<file path="src/rtl/fetch_queue.sv">
// FetchQueue: decoupling instruction buffer between IF and ID.
// Holds {pc, instr} pairs in a circular buffer and presents the oldest entry
// show-ahead to ID. A taken branch (flush) discards every queued entry.
// in_ready feeds IF's pc_write, so the PC stops advancing only when the queue is full.
module fetch_queue #(
  parameter int DEPTH = 4,
  parameter int XLEN  = 32
) (
  input  logic                     clk,
  input  logic                     reset,
  input  logic                     flush,
  input  logic                     in_valid,
  input  logic [XLEN-1:0]          in_pc,
  input  logic [XLEN-1:0]          in_instr,
  output logic                     in_ready,
  output logic                     out_valid,
  input  logic                     out_ready,
  output logic [XLEN-1:0]          out_pc,
  output logic [XLEN-1:0]          out_pc_plus4,
  output logic [XLEN-1:0]          out_instr,
  output logic [$clog2(DEPTH):0]   count
);

  localparam int AW = $clog2(DEPTH);
  localparam int CW = AW + 1;
  localparam logic [XLEN-1:0] NopInstr = XLEN'(32'h0000_0013);

  logic [XLEN-1:0] pcMem_q    [DEPTH];
  logic [XLEN-1:0] instrMem_q [DEPTH];

  logic [AW-1:0] wrPtr_q, wrPtr_d;
  logic [AW-1:0] rdPtr_q, rdPtr_d;
  logic [CW-1:0] count_q, count_d;

  logic doPush;
  logic doPop;

  // Handshake qualification; ready/valid come from registered occupancy only,
  // so there is no combinational path from out_ready to in_ready.
  always_comb begin
    in_ready  = (count_q != CW'(DEPTH));
    out_valid = (count_q != '0);
    doPush    = in_valid & in_ready & ~flush;
    doPop     = out_valid & out_ready & ~flush;
  end

  // Next pointer and occupancy values; flush returns the queue to empty.
  always_comb begin
    wrPtr_d = wrPtr_q;
    rdPtr_d = rdPtr_q;
    count_d = count_q;
    if (flush) begin
      wrPtr_d = '0;
      rdPtr_d = '0;
      count_d = '0;
    end else begin
      if (doPush) wrPtr_d = wrPtr_q + AW'(1);
      if (doPop)  rdPtr_d = rdPtr_q + AW'(1);
      case ({doPush, doPop})
        2'b10:   count_d = count_q + CW'(1);
        2'b01:   count_d = count_q - CW'(1);
        default: count_d = count_q;
      endcase
    end
  end

  // Pointer and occupancy registers; reset wins over flush and handshakes.
  always_ff @(posedge clk) begin
    if (reset) begin
      wrPtr_q <= '0;
      rdPtr_q <= '0;
      count_q <= '0;
    end else begin
      wrPtr_q <= wrPtr_d;
      rdPtr_q <= rdPtr_d;
      count_q <= count_d;
    end
  end

  // Entry storage is deliberately not reset; only accepted pushes write it.
  always_ff @(posedge clk) begin
    if (!reset && doPush) begin
      pcMem_q[wrPtr_q]    <= in_pc;
      instrMem_q[wrPtr_q] <= in_instr;
    end
  end

  // Show-ahead head entry; an empty queue presents a harmless NOP at pc 0.
  always_comb begin
    out_pc    = '0;
    out_instr = NopInstr;
    if (count_q != '0) begin
      out_pc    = pcMem_q[rdPtr_q];
      out_instr = instrMem_q[rdPtr_q];
    end
    out_pc_plus4 = out_pc + XLEN'(4);
    count        = count_q;
  end

endmodule

</file>
<file path="config.mk">
export PLATFORM = sky130hd
export DESIGN_NAME = fetch_queue
export DESIGN_NICKNAME = d
export VERILOG_FILES = /design/src/rtl/fetch_queue.sv
export SDC_FILE = /design/constraint.sdc
export NUM_CORES = 1
export LEC_CHECK = 0
export CORE_ASPECT_RATIO = 0.9
export CORE_MARGIN = 5
export CORE_UTILIZATION = 49
export CTS_CLUSTER_SIZE = 28
export DETAILED_ROUTE_END_ITERATION = 16
export HOLD_SLACK_MARGIN = 0.03
export PLACE_DENSITY = 0.75
export SYNTH_ARGS = -nofsm -noshare
export SYNTH_HDL_FRONTEND = slang
export SYNTH_SLANG_ARGS = --single-unit
</file>
<file path="constraint.sdc">
create_clock -name clk -period 3.8 [get_ports clk]
set_input_delay 0.38 -clock clk [delete_from_list [all_inputs] [get_ports clk]]
set_output_delay 0.38 -clock clk [all_outputs]
set_load 0.01 [all_outputs]
</file>
-- After elaboration in Yosys (flattened, before gate mapping)
Memories as Yosys holds them, arrays and structs flattened. A register that Yosys moved wholly into a read port is not among the register bits.
Index checks and enable logic that the tools add are counted.
- bits in registers: 7
- bits in writable memories: 256
- output and inout bits: 101
- memories: 2
- memory list (name ; depth ; bits a word ; read ports ; clocked after memory_dff ; write ports ; RTL line ; text):
    instrMem_q ; 4 ; 32 ; 1 ; 1 ; 1 ; 29 ; logic [XLEN-1:0] instrMem_q [DEPTH];
    pcMem_q ; 4 ; 32 ; 1 ; 1 ; 1 ; 28 ; logic [XLEN-1:0] pcMem_q [DEPTH];
- $add $sub $neg: 5
- equality and inequality tests: 3
- mux-type cells: 9
- bitwise logic cells: 5
- reductions and logical operators: 5
- operators with widths (kind ; count):
    32-bit 2-to-1 mux ; 2
    32-bit by 3-bit adder with 32-bit output (second input constant) ; 1
    2-bit 2-to-1 mux ; 4
    3-bit one-hot mux with 2 select lines ; 1
    2-bit by 1-bit adder with 2-bit output (second input constant) ; 2
    1-bit AND ; 4
    3-bit by 1-bit adder with 3-bit output (second input constant) ; 1
    3-bit inequality test (second input constant) ; 1
    3-bit nonzero test ; 1
    3-bit by 1-bit subtractor with 3-bit output (second input constant) ; 1
    2-bit by 1-bit == test with 1-bit output (second input constant) ; 1
    2-bit == test (second input constant) ; 1
    1-bit 2-to-1 mux ; 2
    2-bit nonzero test ; 1
    2-bit OR reduction ; 1
    1-bit logical AND ; 1
    1-bit logical NOT ; 1
    1-bit NOT ; 1

-- Depth between registers and ports, before layout
Gate-level depths: netlist of run 1.
- word-level depth: 6
- gate-level depth with buffers: 13
- gate-level depth less buffers: 11

-- Worst setup path before layout of run 1
OpenSTA, ideal clock, no wires.
- path type: register to output
- from: register count_q[0], in the netlist count[0]
- to: output out_pc_plus4[24]
- arrival: 2.687 ns
- path slack: 0.733 ns
- cell stages (with the launch flop): 14
- path buffers: 2
- cells stage by stage: dfxtp_1 -> nor3_2 -> inv_1 -> clkbuf_8 -> clkbuf_1 -> nand2_1 -> inv_1 -> ha_1 -> nor2b_1 -> a22o_2 -> nand4_2 -> nor4_2 -> nand3_1 -> xnor2_1
- word-level cells in the longest chain between the ends: 3
- ends and longest elaborated chain (what ; RTL line ; text):
    start: declaration ; 33 ; logic [CW-1:0] count_q, count_d;
    start signal: assignment ; 76 ; count_q <= count_d;
    3-bit nonzero test ; - ;
    named net out_valid ; 16 ; output logic out_valid,
    32-bit 2-to-1 mux ; 92 ; if (count_q != '0) begin
    named net out_pc[2] ; 18 ; output logic [XLEN-1:0] out_pc,
    32-bit by 3-bit adder with 32-bit output ; 96 ; out_pc_plus4 = out_pc + XLEN'(4);
    end: declaration ; 19 ; output logic [XLEN-1:0] out_pc_plus4,
The timed path passes the listed nets, and every way through them passes these cells.

==> reports/results.ini, run 1 <==
[power]
leakagePower_nw = 4.64
ir_drop_mv = 0.358
power_density_nw_per_um2 = 427
finalPower_mw = 6.04

[layout]
drive_above_1_share_pct = 17.9
n_antenna_cell = 0
layout.nets = 871
area_delta_synth_final_pct = 25.6
fill_cells = 1613

[die]
coreArea_sq_um = 22600
die_w_um = 170
start_util_pct = 49.9
ioPinCount = 170
die_h_um = 154
rows = 52
dieArea_sq_um = 26100

[global_route]
antenna_found_initial = 3
grt_remaining_overflow = 0
grt_usage_pct = 18.1
grt_pass1_vias = 6404
grt_first_pass_wirelength_mm = 36.9
grt_max_degree = 40

[cts]
cts_made_buffers = 27
cts.path.max_buffers = 3
cts_tree = yes
cts.sinks = 265
worst_skew_pair.late_latency_ns = 0.51
hold_buffers = 0
cts-root-buf = clkbuf_16
clkTransAtPathRegs_ns = 0.06
htree_levels = 1

[timing]
clock.fmax_mhz = 274
hold_viol = 0
rsz0062_at_grt = no
max_slew_margin_pct = 63.0
worst_hold_slack_ns = 0.489
min_period_ns = 3.65
worst_pin_slew_ns = 0.553
layout_setup_ws_ns = 0.150
finClkSkew_ns = 0.00721
maxSlewViolCount = 0
fin_setup_tns_ns = 0
finalSetupViolCount = 0
finalCritPeriodShare_pct = 96.1

[synthesis]
synth_top_area_share_pct = 68.2
yosys.area.top_type = edfxtp_1
ys_ff_latch = 265
ys_top_cells_by_area = edfxtp_1 (68%), mux4_2 (9.0%), mux4_1 (4.2%), and2_1 (3.6%), dfxtp_1 (1.6%)
syn_area_sq_um = 11300
synth_cells = 607
syn_avg_cell_area_sq_um = 18.6
synth-edff-count = 256
yosysSeqAreaShare_pct = 69.8
synthDistinctLibCells = 53
async_flop_share_pct = 0
yosysWarnings = 0
ys.flop_type = edfxtp_1
syn_nets = 683

[critical_path]
end_kind = primary output
slowest_delay_ns = 0.64
reg2reg_slack_ns = 1.22
worst-setup-path-type = flip-flop to primary output
cp_max_fo = 6
required_ns = 3.42
arrival_ns = 3.27
worst_path_max_delay_cell = mux4_1
path_cells = buf_4 -> mux4_1 -> and2_4 -> nand3_1 -> nor3_1 -> and4_1 -> xnor2_1 -> clkdlybuf4s50_1
start_kind = flip-flop

[placed_design]
numPortBuffers = 169
gp_congestion = 0.851
pre_cts_ws_ns = 0.376
dpl.hpwl_mm = 15.8

[detailed_routing]
avgRoutedWirePerCell_um = 21.5
vias_per_cell = 5.55
num_vias = 6161
drt_iter0_drc = 335
drtAntennaViolNets = 0
post-route-drc-count = 0
routed_wl_mm = 23.8
drt-pass1-iter-count = 5

[outcome]
status = complete, no violations

[worst_hold_path]
holdCritPathClass = input port to flip-flop

[job]
max_cap_viol_count = 0

==> cell families (layout without fill, tap and decap cells) <==
group                    count (synthesis)  in the layout  share of synthesized area, %
flip-flops                             265            265                          69.8
AND/OR/NAND/NOR                        170            170                          9.12
multiplexers                            69             69                          13.8
buffers and inverters                   41            248                          2.55
XOR/XNOR                                33             33                          2.56
AO/OA/AOI/OAI                           22             22                          1.33
adder cells (fa/ha/maj)                  7              7                         0.844
==> routing by layer <==
metal	track usage (%)	vias up	wire length, um
met3	4.24	35	2010
li1	-	2760	-
met2	29.9	235	11600
met4	3.68	6	335
met1	24.9	3125	9850
met5	0	-	46
==> what timing repair did <==
| action | in CTS | in global routing |
|---|---|---|
| pin swaps | 0 | 1 |
| gates resized for setup | 9 | 10 |
| setup buffers | 2 | 3 |
| endpoints found under the hold margin | 0 | 0 |
| gates cloned | 0 | 0 |
| setup endpoints to repair | 16 | 10 |
==> state kept, by name, summed over array words and instances, names as in the netlist, named ones only <==
name / count
wrPtr_q: 2
rdPtr_q: 2
instrMem_q: 128
count: 3
pcMem_q: 128
==> layout make-up <==
class,instances,area [sq um],share of cell area (%)
Clock buffer,35,726,5.13
Multi-Input combinational cell,301,3120,22.1
Tap cell,297,372,2.63
Inverter,10,37.5,0.265
Clock inverter,13,113,0.796
Sequential cell,265,7880,55.6
Timing Repair Buffer,190,1910,13.5
==> synth_stat cells (all sizes together) (2+ instances only) <==
cell,instances
ha,6
or2,5
mux4,63
nor4,3
xnor2,20
mux2,4
nand4,8
nand3b,4
and3,2
dfxtp,9
o21ai,8
edfxtp,256
clkbuf,14
nor2,21
mux2i,2
nor3,4
and2,69
a21oi,6
nand3,23
o211ai,4
nand2,23
a221oi,2
or3,2
xor2,13
buf,17
inv,10
==> critical path: cells and delay by family, from the launching register on <==
kind | cells | cell delay [ns]
flip-flops | 1 | 0.40
multiplexers | 1 | 0.64
buffers and inverters | 2 | 0.73
AND/OR/NAND/NOR | 4 | 0.82
XOR/XNOR | 1 | 0.16
==> worst paths after layout <==
check                 endpoint  cells after the start          from
max reg2reg           count[2]                      9      count[2]
min          instrMem_q[0][19]                      1  in_instr[19]
min reg2reg         wrPtr_q[1]                      2    wrPtr_q[1]
max           out_pc_plus4[19]                      8     flip-flop
==> layout by cell type (no fill, tap or decap), drive strengths merged, types with 2 or more instances in the layout <==
cell type / n
edfxtp: 256
clkdlybuf4s50: 158
and2: 69
mux4: 63
clkbuf: 35
nand2: 23
nand3: 23
nor2: 21
buf: 21
xnor2: 20
xor2: 13
clkinv: 11
inv: 10
dfxtp: 9
dlygate4sd2: 8
o21ai: 8
nand4: 8
a21oi: 6
ha: 6
or2: 5
mux2: 4
o211ai: 4
nand3b: 4
nor3: 4
dlymetal6s2s: 3
nor4: 3
a221oi: 2
mux2i: 2
bufinv: 2
and3: 2
or3: 2
==> metrics by stage <==
step	util, %	cell area [sq um]	cells
final	62.7	14200	1111
after global routing	62.7	14200	1111
after CTS	62.5	14100	1108
after detailed placement	58.8	13300	1058
after global placement	58.8	13300	1058
after floorplan	-	11300	607
==> power by group <==
part / total [mW] / switching, mW / internal, mW / leakage [nW]
sequential: 3.24 / 0.00887 / 3.23 / 2.39
clock: 2.49 / 1.01 / 1.47 / 0.421
combinational: 0.313 / 0.146 / 0.167 / 1.84
total: 6.04 / 1.17 / 4.87 / 4.64
No activity file was read; power rests on OpenSTA's default activity.
==> run 2, diff against run 1 <==
--- a/config.mk
+++ b/config.mk
@@ -12,6 +12,8 @@
 export DETAILED_ROUTE_END_ITERATION = 16
 export HOLD_SLACK_MARGIN = 0.03
 export PLACE_DENSITY = 0.75
+export REMOVE_ABC_BUFFERS = 1
+export SKIP_LAST_GASP = 1
 export SYNTH_ARGS = -nofsm -noshare
 export SYNTH_HDL_FRONTEND = slang
 export SYNTH_SLANG_ARGS = --single-unit
==> run 2 against run 1 <==
  * Sequential share of layout area is essentially flat
  * First-iteration DRC count grew 27%
  * Combinational power is essentially flat
  * Utilization is essentially flat
  * Flip-flop and latch count is the same
  * Clock power grew 2%
  * Fmax shrank 3.1%
  * Critical path type unchanged
==> reports/results.ini, run 2 (synthesis results as in run 1) <==
[die]
die_w_um = 170  ; unchanged
dieArea_sq_um = 26100  ; unchanged
ioPinCount = 170  ; unchanged
coreArea_sq_um = 22600  ; unchanged
die_h_um = 154  ; unchanged
rows = 52  ; unchanged
start_util_pct = 49.9  ; unchanged

[power]
finalPower_mw = 6.10  ; +0.99%
ir_drop_mv = 0.376  ; +5.0%
power_density_nw_per_um2 = 431  ; +0.97%
leakagePower_nw = 4.63  ; -0.28%

[critical_path]
worst_path_max_delay_cell = mux4_1
r2r-end = count[2]
slowest_delay_ns = 0.67  ; +0.03 ns
path_cells = buf_12 -> mux4_1 -> and2_2 -> nand3_1 -> nor3_1 -> and4_1 -> xnor2_1 -> clkdlybuf4s50_1
worst-setup-path-type = flip-flop to primary output
reg2reg_slack_ns = 1.21  ; about the same
rr_startpoint = count[2]
path_buf_inv = 2  ; unchanged
arrival_ns = 3.39  ; +0.12 ns
crit_family = buffers and inverters
end_kind = primary output
reg2reg_depth = 9  ; unchanged
required_ns = 3.42  ; about the same
cp_max_fo = 56  ; +50
start_kind = flip-flop

[global_route]
grt_use_met2_pct = 30.7  ; +0.74 points
grt_remaining_overflow = 0  ; unchanged
grt_max_degree = 75  ; +88%
grt_pass1_vias = 6636  ; +3.6%
grt_first_pass_wirelength_mm = 37.3  ; +1.0%
met1_usage_pct = 23.9  ; -1.0 points
antenna_found_initial = 2  ; -1
use_met3_pct = 3.77  ; -0.46 points
busiest_layer = met2
grt_usage_pct = 18.2  ; +0.059 points

[detailed_routing]
avgRoutedWirePerCell_um = 21.6  ; +0.85%
drtAntennaViolNets = 0  ; unchanged
num_vias = 6185  ; +0.39%
drt-pass1-iter-count = 5  ; unchanged
routed_wl_mm = 23.9  ; +0.21%
vias_per_cell = 5.60  ; +1.0%
post-route-drc-count = 0  ; unchanged
drt_iter0_drc = 427  ; +27%

[cts]
hold_buffers = 0  ; unchanged
cts_made_buffers = 28  ; +3.7%
cts-root-buf = clkbuf_16
cts_tree = yes
clkTransAtPathRegs_ns = 0.06  ; about the same
htree_levels = 1  ; unchanged
cts.path.max_buffers = 3  ; unchanged
worst_skew_pair.late_latency_ns = 0.54  ; +0.03 ns
cts.sinks = 265  ; unchanged

[timing]
max_slew_margin_pct = 53.7  ; -9.4 points
finalSetupViolCount = 0  ; unchanged
rsz0062_at_grt = yes
hold_viol = 0  ; unchanged
worst_pin_slew_ns = 0.695  ; +0.142 ns
layout_setup_ws_ns = 0.0340  ; -0.116 ns
finalCritPeriodShare_pct = 99.1  ; +3.1 points
min_period_ns = 3.77  ; +0.116 ns
clock.fmax_mhz = 266  ; -3.1%
maxSlewViolCount = 0  ; unchanged
finClkSkew_ns = 0.0178  ; +0.0106 ns

[worst_hold_path]
hold_path_end = pcMem_q[3][1]
whs_path_depth = 1  ; unchanged
holdCritPathClass = input port to flip-flop
min_from = in_pc[1]

[placed_design]
numPortBuffers = 169  ; unchanged
dpl.hpwl_mm = 15.6  ; -1.7%
pre_cts_ws_ns = 0.459  ; +0.0826 ns
placed_cells = 1052  ; -0.57%
placed_area_sq_um = 13200  ; -0.15%
gp_congestion = 0.746  ; -12%

[layout]
drive_above_1_share_pct = 16.6  ; -1.3 points
n_antenna_cell = 0  ; unchanged
final_cells = 1104  ; -0.63%
layout.nets = 863  ; -0.92%
final_common_cell = edfxtp_1
area_delta_synth_final_pct = 25.6  ; about the same
final_util_pct = 62.7  ; about the same
mostFrequentLayoutCells = edfxtp_1 (256), clkdlybuf4s50_1 (160), and2_1 (60), mux4_2 (45), clkbuf_16 (28)
stdcell_area_sq_um = 14200  ; about the same

[outcome]
status = complete, no violations

[job]
max_cap_viol_count = 0  ; unchanged

[run 2: changes by cell type in the layout (fill, tap and decap cells not counted), moves of 3 or more]
cell / previous run / this run
clkinv_1: 2 / 6
buf_6: 3 / 0
buf_4: 14 / 6
dlygate4sd2_1: 8 / 5
clkbuf_1: 6 / 3
[run 2: report_power, final]
part	switching (mW)	leakage, nW	internal, mW
registers	0.00890	2.39	3.23
clock network	1.07	0.425	1.48
logic	0.144	1.82	0.166
total	1.22	4.63	4.88
[run 2: how the worst max path moves through the flow]
| stage | end | from | cells after the start | slack, ns |
|---|---|---|---|---|
| 2_1_floorplan | out_pc_plus4[18] | flip-flop | 10 | -1.94 |
| 3_3_place_gp | out_pc_plus4[19] | flip-flop | 8 | 0.57 |
| 3_5_place_dp | out_pc_plus4[24] | flip-flop | 11 | 0.46 |
| 4_1_cts | out_pc_plus4[19] | flip-flop | 8 | -0.05 |
| 5_1_grt | out_pc_plus4[24] | flip-flop | 11 | -0.21 |
| 6_report | out_pc_plus4[19] | flip-flop | 8 | 0.03 |
[run 2: layer usage]
metal | up-vias | part of all wire (%) | routed length, um
met5 | - | 0.11 | 27
met4 | 4 | 2.9 | 684
met3 | 50 | 6.0 | 1430
met2 | 207 | 50 | 12000
met1 | 3155 | 41 | 9700
li1 | 2769 | - | -
[run 2: timing repair]
item                                    4_1_cts  5_1_grt
gates resized for setup                       7        4
endpoints found under the setup margin       12       15
pin swaps                                     1        1
setup buffers                                 1        1
[run 2: stage by stage]
step	hold WS (ns)	TNS (ns)
6_report	0.475	0
5_1_grt	0.460	-1.22
4_1_cts	0.449	-0.0900
3_5_place_dp	0.525	0
3_3_place_gp	0.482	0
2_1_floorplan	0.469	-72.07
[run 2: final cells by class]
cell class                 count  area, sq um
clock inverter                19          158
tap                          297          372
clock buffer                  31          712
timing repair buffer         181         1870
multi-input combinational    301         3130
inverter                      10         37.5
fill                        1598         8420
sequential                   265         7880
==> RTL edit 1, RTL diff (settings of run 1) <==
Register the output `count`, with the module's reset; this adds one clock of latency there. The other outputs are not delayed to match.
--- a/src/rtl/fetch_queue.sv
+++ b/src/rtl/fetch_queue.sv
@@ -24,6 +24,8 @@
   localparam int AW = $clog2(DEPTH);
   localparam int CW = AW + 1;
   localparam logic [XLEN-1:0] NopInstr = XLEN'(32'h0000_0013);
+
+  logic [$clog2(DEPTH):0] count_c;
 
   logic [XLEN-1:0] pcMem_q    [DEPTH];
   logic [XLEN-1:0] instrMem_q [DEPTH];
@@ -94,7 +96,15 @@
       out_instr = instrMem_q[rdPtr_q];
     end
     out_pc_plus4 = out_pc + XLEN'(4);
-    count        = count_q;
+    count_c      = count_q;
+  end
+
+  always_ff @(posedge clk) begin
+    if (reset) begin
+      count <= '0;
+    end else begin
+      count <= count_c;
+    end
   end
 
 endmodule
Function: changed (Yosys sat finds a counterexample within 4 cycles, from zero or initial values and one cycle with reset high).
==> RTL edit 1 against run 1 <==
- synthesized area decreased by 1.9%
- sequential cell count increased by 3
- largest power group unchanged
- power increased by 2.5%
- largest cell class unchanged
- highest routed layer unchanged
- routed wire length decreased by 1.0%
- cell area increased by 0.15%
- die area decreased by 1.8%
- critical endpoint is now out_pc_plus4[31]
- clock power increased by 4%
- setup slack got worse by 0.038 ns
- clock skew increased by 0.013 ns
- global-route usage about the same
==> RTL edit 1: results (changes against run 1) <==
* Port bufs at 169 (unchanged)
* Most frequent cells after synthesis: 256 x edfxtp_1, 59 x and2_1, 58 x mux4_2 (was 256 x edfxtp_1, 64 x and2_1, 45 x mux4_2)
* CTS Root Cell: clkbuf_16 (unchanged)
* Status: completed (unchanged)
* Slew HR at 60.1% (was 63.0%)
* Nets at 865 (was 871)
* Share of cells above drive strength 1 at 20.2% (was 17.9%)
* Routed vias/inst at 5.45 (was 5.55)
* Synth Instances at 594 (was 607)
* First-pass GRT wire length at 36500 µm (was 36900 µm)
* Post-synth net total at 670 (was 683)
* Top cells by area, synth: edfxtp_1 70%, mux4_2 12%, and2_1 3.3% (was edfxtp_1 68%, mux4_2 9.0%, mux4_1 4.2%)
* Total number of vias at 6024 (was 6161)
* Initial antenna violation count at 2 (was 3)
* Number of global-route vias before repair at 6415 (was 6404)
* Drt pass-1 iters at 4 (was 5)
* CP Max Fanout at 26 (was 6)
* Global Route Usage Sum at 18.1% (about the same)
* Synth unique cells at 43 (was 53)
* CP peak stage delay at 0.62 ns (was 0.64 ns)
* Slowest cell on crit path: or4b_4 (was mux4_1)
* Register area share after synthesis at 71.7% (was 69.8%)
* DP Cell Count at 1048 (was 1058)
* Static Leakage at 0.00470 µW (was 0.00464 µW)
* Iter 0 DRT Violations at 387 (was 335)
* Max VDD drop at 0.303 mV (was 0.358 mV)
* Num CTS Buffers at 27 (unchanged)
* Net Sw Frac at 19.2% (was 19.3%)
* Filler cell count at 1564 (was 1613)
* Post-DP HPWL at 15200 µm (was 15800 µm)
* EDFF count, synth at 256 (unchanged)
* Worst hold start: in_instr[23] (was in_instr[19])
* Routed WL at 23600 µm (was 23800 µm)
* Clk Latency, worst-skew pair at 0.53 ns (was 0.51 ns)
* Placer Congestion at 0.896 (was 0.851)
* Final Skew at 0.0203 ns (was 0.00721 ns)
* Worst reg2reg startpoint: count_c[2]$_SDFFE_PP0P_ (was count[2]$_SDFFE_PP0P_)
* Diode count at 0 (unchanged)
* Largest net degree at the start of global routing at 65 (was 40)
## RTL edit 1: area by class of cell
| cell class | count | share of cell area, % |
|---|---|---|
| Timing Repair Buffer | 195 | 13.8 |
| Sequential cell | 268 | 56.0 |
| Multi-Input combinational cell | 281 | 20.9 |
| Tap cell | 297 | 2.62 |
| Clock buffer | 31 | 4.87 |
| Clock inverter | 17 | 1.32 |
| Inverter | 16 | 0.424 |
## RTL edit 1: timing repair
item,CTS,global route
gates cloned,0,0
buffers inserted,3,6
resized for setup,29,22
endpoints found under the setup margin,18,14
pin swaps,2,3
## RTL edit 1: logic make-up (layout without fill, tap and decap cells)
logic type | count (synthesis) | in the layout | synth area share (%)
XOR/XNOR | 32 | 32 | 2.54
buffers and inverters | 45 | 259 | 1.90
AO/OA/AOI/OAI | 11 | 11 | 0.623
AND/OR/NAND/NOR | 160 | 160 | 8.29
adder cells (fa/ha/maj) | 7 | 7 | 0.860
multiplexers | 71 | 71 | 14.1
flip-flops | 268 | 268 | 71.7
## RTL edit 1: stage by stage
stage          worst slack (ns)  area [µm²]  power, µW
4_1_cts                 -0.0286       14100       6250
2_1_floorplan            0.0263       11100       3450
6_report                  0.112       14200       6190
3_5_place_dp              0.123       13200       3650
3_3_place_gp              0.203       13200       3640
5_1_grt                 -0.0195       14200       6410
## RTL edit 1: worst paths after layout
kind | slack [ns] | endpoint | depth (start not counted)
worst max-delay path | 0.11 | out_pc_plus4[31] | 9
worst min register to register | 0.52 | count[2]$_SDFF_PP0_ | 1
worst min-delay path | 0.48 | instrMem_q[0][23]$_DFFE_PP_ | 1
worst max register to register | 1.20 | count_c[2]$_SDFFE_PP0P_ | 9
## RTL edit 1: critical path: cells and delay by family, from the launching register on
kind | cells | cell delay [ns]
buffers and inverters | 3 | 0.62
multiplexers | 1 | 0.41
flip-flops | 1 | 0.36
XOR/XNOR | 1 | 0.17
AND/OR/NAND/NOR | 4 | 1.23
## RTL edit 1: layer usage
| layer | global-route usage [%] | routed length [µm] | vias up |
|---|---|---|---|
| met3 | 5.32 | 1980 | 41 |
| met4 | 3.40 | 380 | 4 |
| li1 | - | - | 2702 |
| met1 | 24.3 | 9690 | 3039 |
| met5 | 0 | 34 | - |
| met2 | 29.9 | 11500 | 238 |
## RTL edit 1: power by group through the flow
stage	Sequential, µW	Clock (µW)	Combinational [µW]
after floorplan	3340	0	113
after global placement	3330	0	305
after detailed placement	3340	0	313
after CTS	3270	2660	314
after global routing	3270	2800	339
final	3270	2600	316
==> RTL edit 2, RTL diff (flow settings as in run 1) <==
Without the edit above. Change the parameter `DEPTH` from 4 to 8.
--- a/src/rtl/fetch_queue.sv
+++ b/src/rtl/fetch_queue.sv
@@ -3,7 +3,7 @@
 // show-ahead to ID. A taken branch (flush) discards every queued entry.
 // in_ready feeds IF's pc_write, so the PC stops advancing only when the queue is full.
 module fetch_queue #(
-  parameter int DEPTH = 4,
+  parameter int DEPTH = 8,
   parameter int XLEN  = 32
 ) (
   input  logic                     clk,
Interface: changed (resized count); port bits go from 170 to 171. The function was not compared with the original's and may differ.
==> RTL edit 2 against run 1 <==
- sequential cell count grew 260
- via count increased by 73%
- critical path depth grew 3
- setup slack got worse by 0.11 ns
- routed wire length up 91%
- synthesized area grew 86%
- clock power is 100% higher
- power rose by 95%
- count of clock-buffer cells in the layout grew 34
- synthesized cell count up 69%
- highest routed layer unchanged
- cell area rose by 82%
- final cell count up 68%
- largest cell class unchanged
- sequential power is 97% higher
==> RTL edit 2: results (changes against run 1) <==
* CP peak stage delay at 0.52 ns (was 0.64 ns)
* Worst hold start: in_valid (was in_instr[19])
* DP Cell Count at 1741 (was 1058)
* Fraction of area in multi-input gates at 20.0% (was 22.1%)
* Total number of vias at 10.7k (was 6161)
* Storage element area at 15600 µm² (was 7880 µm²)
* Filler cell count at 2931 (was 1613)
* Port bufs at 170 (was 169)
* Clk tree area frac at 6.50% (was 5.92%)
* Largest net degree at the start of global routing at 67 (was 40)
* Comb pwr at 416 µW (was 313 µW)
* Num CTS Buffers at 51 (was 27)
* Multi-In Gates at 437 (was 301)
* Internal power at 9530 µW (was 4870 µW)
* Met2 Track Usage GR at 32.0% (was 29.9%)
* Status: completed (unchanged)
* Worst reg-to-reg setup slack at 0.73 ns (was 1.22 ns)
* Routed WL at 45600 µm (was 23800 µm)
* Buffers, non-clock at 251 (was 190)
* # clk buffers at 69 (was 35)
* Fraction of area in non-clock buffers at 10.1% (was 13.5%)
* Syn Area/Cell at 20.4 µm² (was 18.6 µm²)
* Worst Hold End: wrPtr_q[1]$_SDFFE_PP0P_ (was instrMem_q[0][19]$_DFFE_PP_)
* Sequential cell area share at 60.6% (was 55.6%)
* Tap cells at 547 (was 297)
* Placer Congestion at 0.856 (was 0.851)
* Dpl cell area at 23600 µm² (was 13300 µm²)
* Max VDD drop at 0.465 mV (was 0.358 mV)
* Logic inverters at 8 (was 10)
[RTL edit 2: worst max path at each step]
stage / cells after the start / to / slack (ns)
2_1_floorplan: 6 / instrMem_q[2][0]$_DFFE_PP_ / -0.69
3_3_place_gp: 9 / out_pc_plus4[22] / 0.17
3_5_place_dp: 9 / out_pc_plus4[22] / 0.1
4_1_cts: 11 / out_pc_plus4[27] / -0.17
5_1_grt: 11 / out_pc_plus4[29] / -0.09
6_report: 11 / out_pc_plus4[22] / 0.04
[RTL edit 2: cells by family after synthesis]
group                    Yosys count  share of synthesized area (%)
flip-flops                       525                           74.7
multiplexers                     199                           16.8
AO/OA/AOI/OAI                     26                          0.813
AND/OR/NAND/NOR                  171                           4.05
XOR/XNOR                          35                           1.50
adder cells (fa/ha/maj)            6                          0.359
buffers and inverters             63                           1.81
[RTL edit 2: what timing repair did]
item                                    4_1_cts  5_1_grt
buffers inserted                              4       20
gates resized for setup                      51       65
cloned                                        1        2
pin swaps                                     2       15
endpoints found under the setup margin       39       44
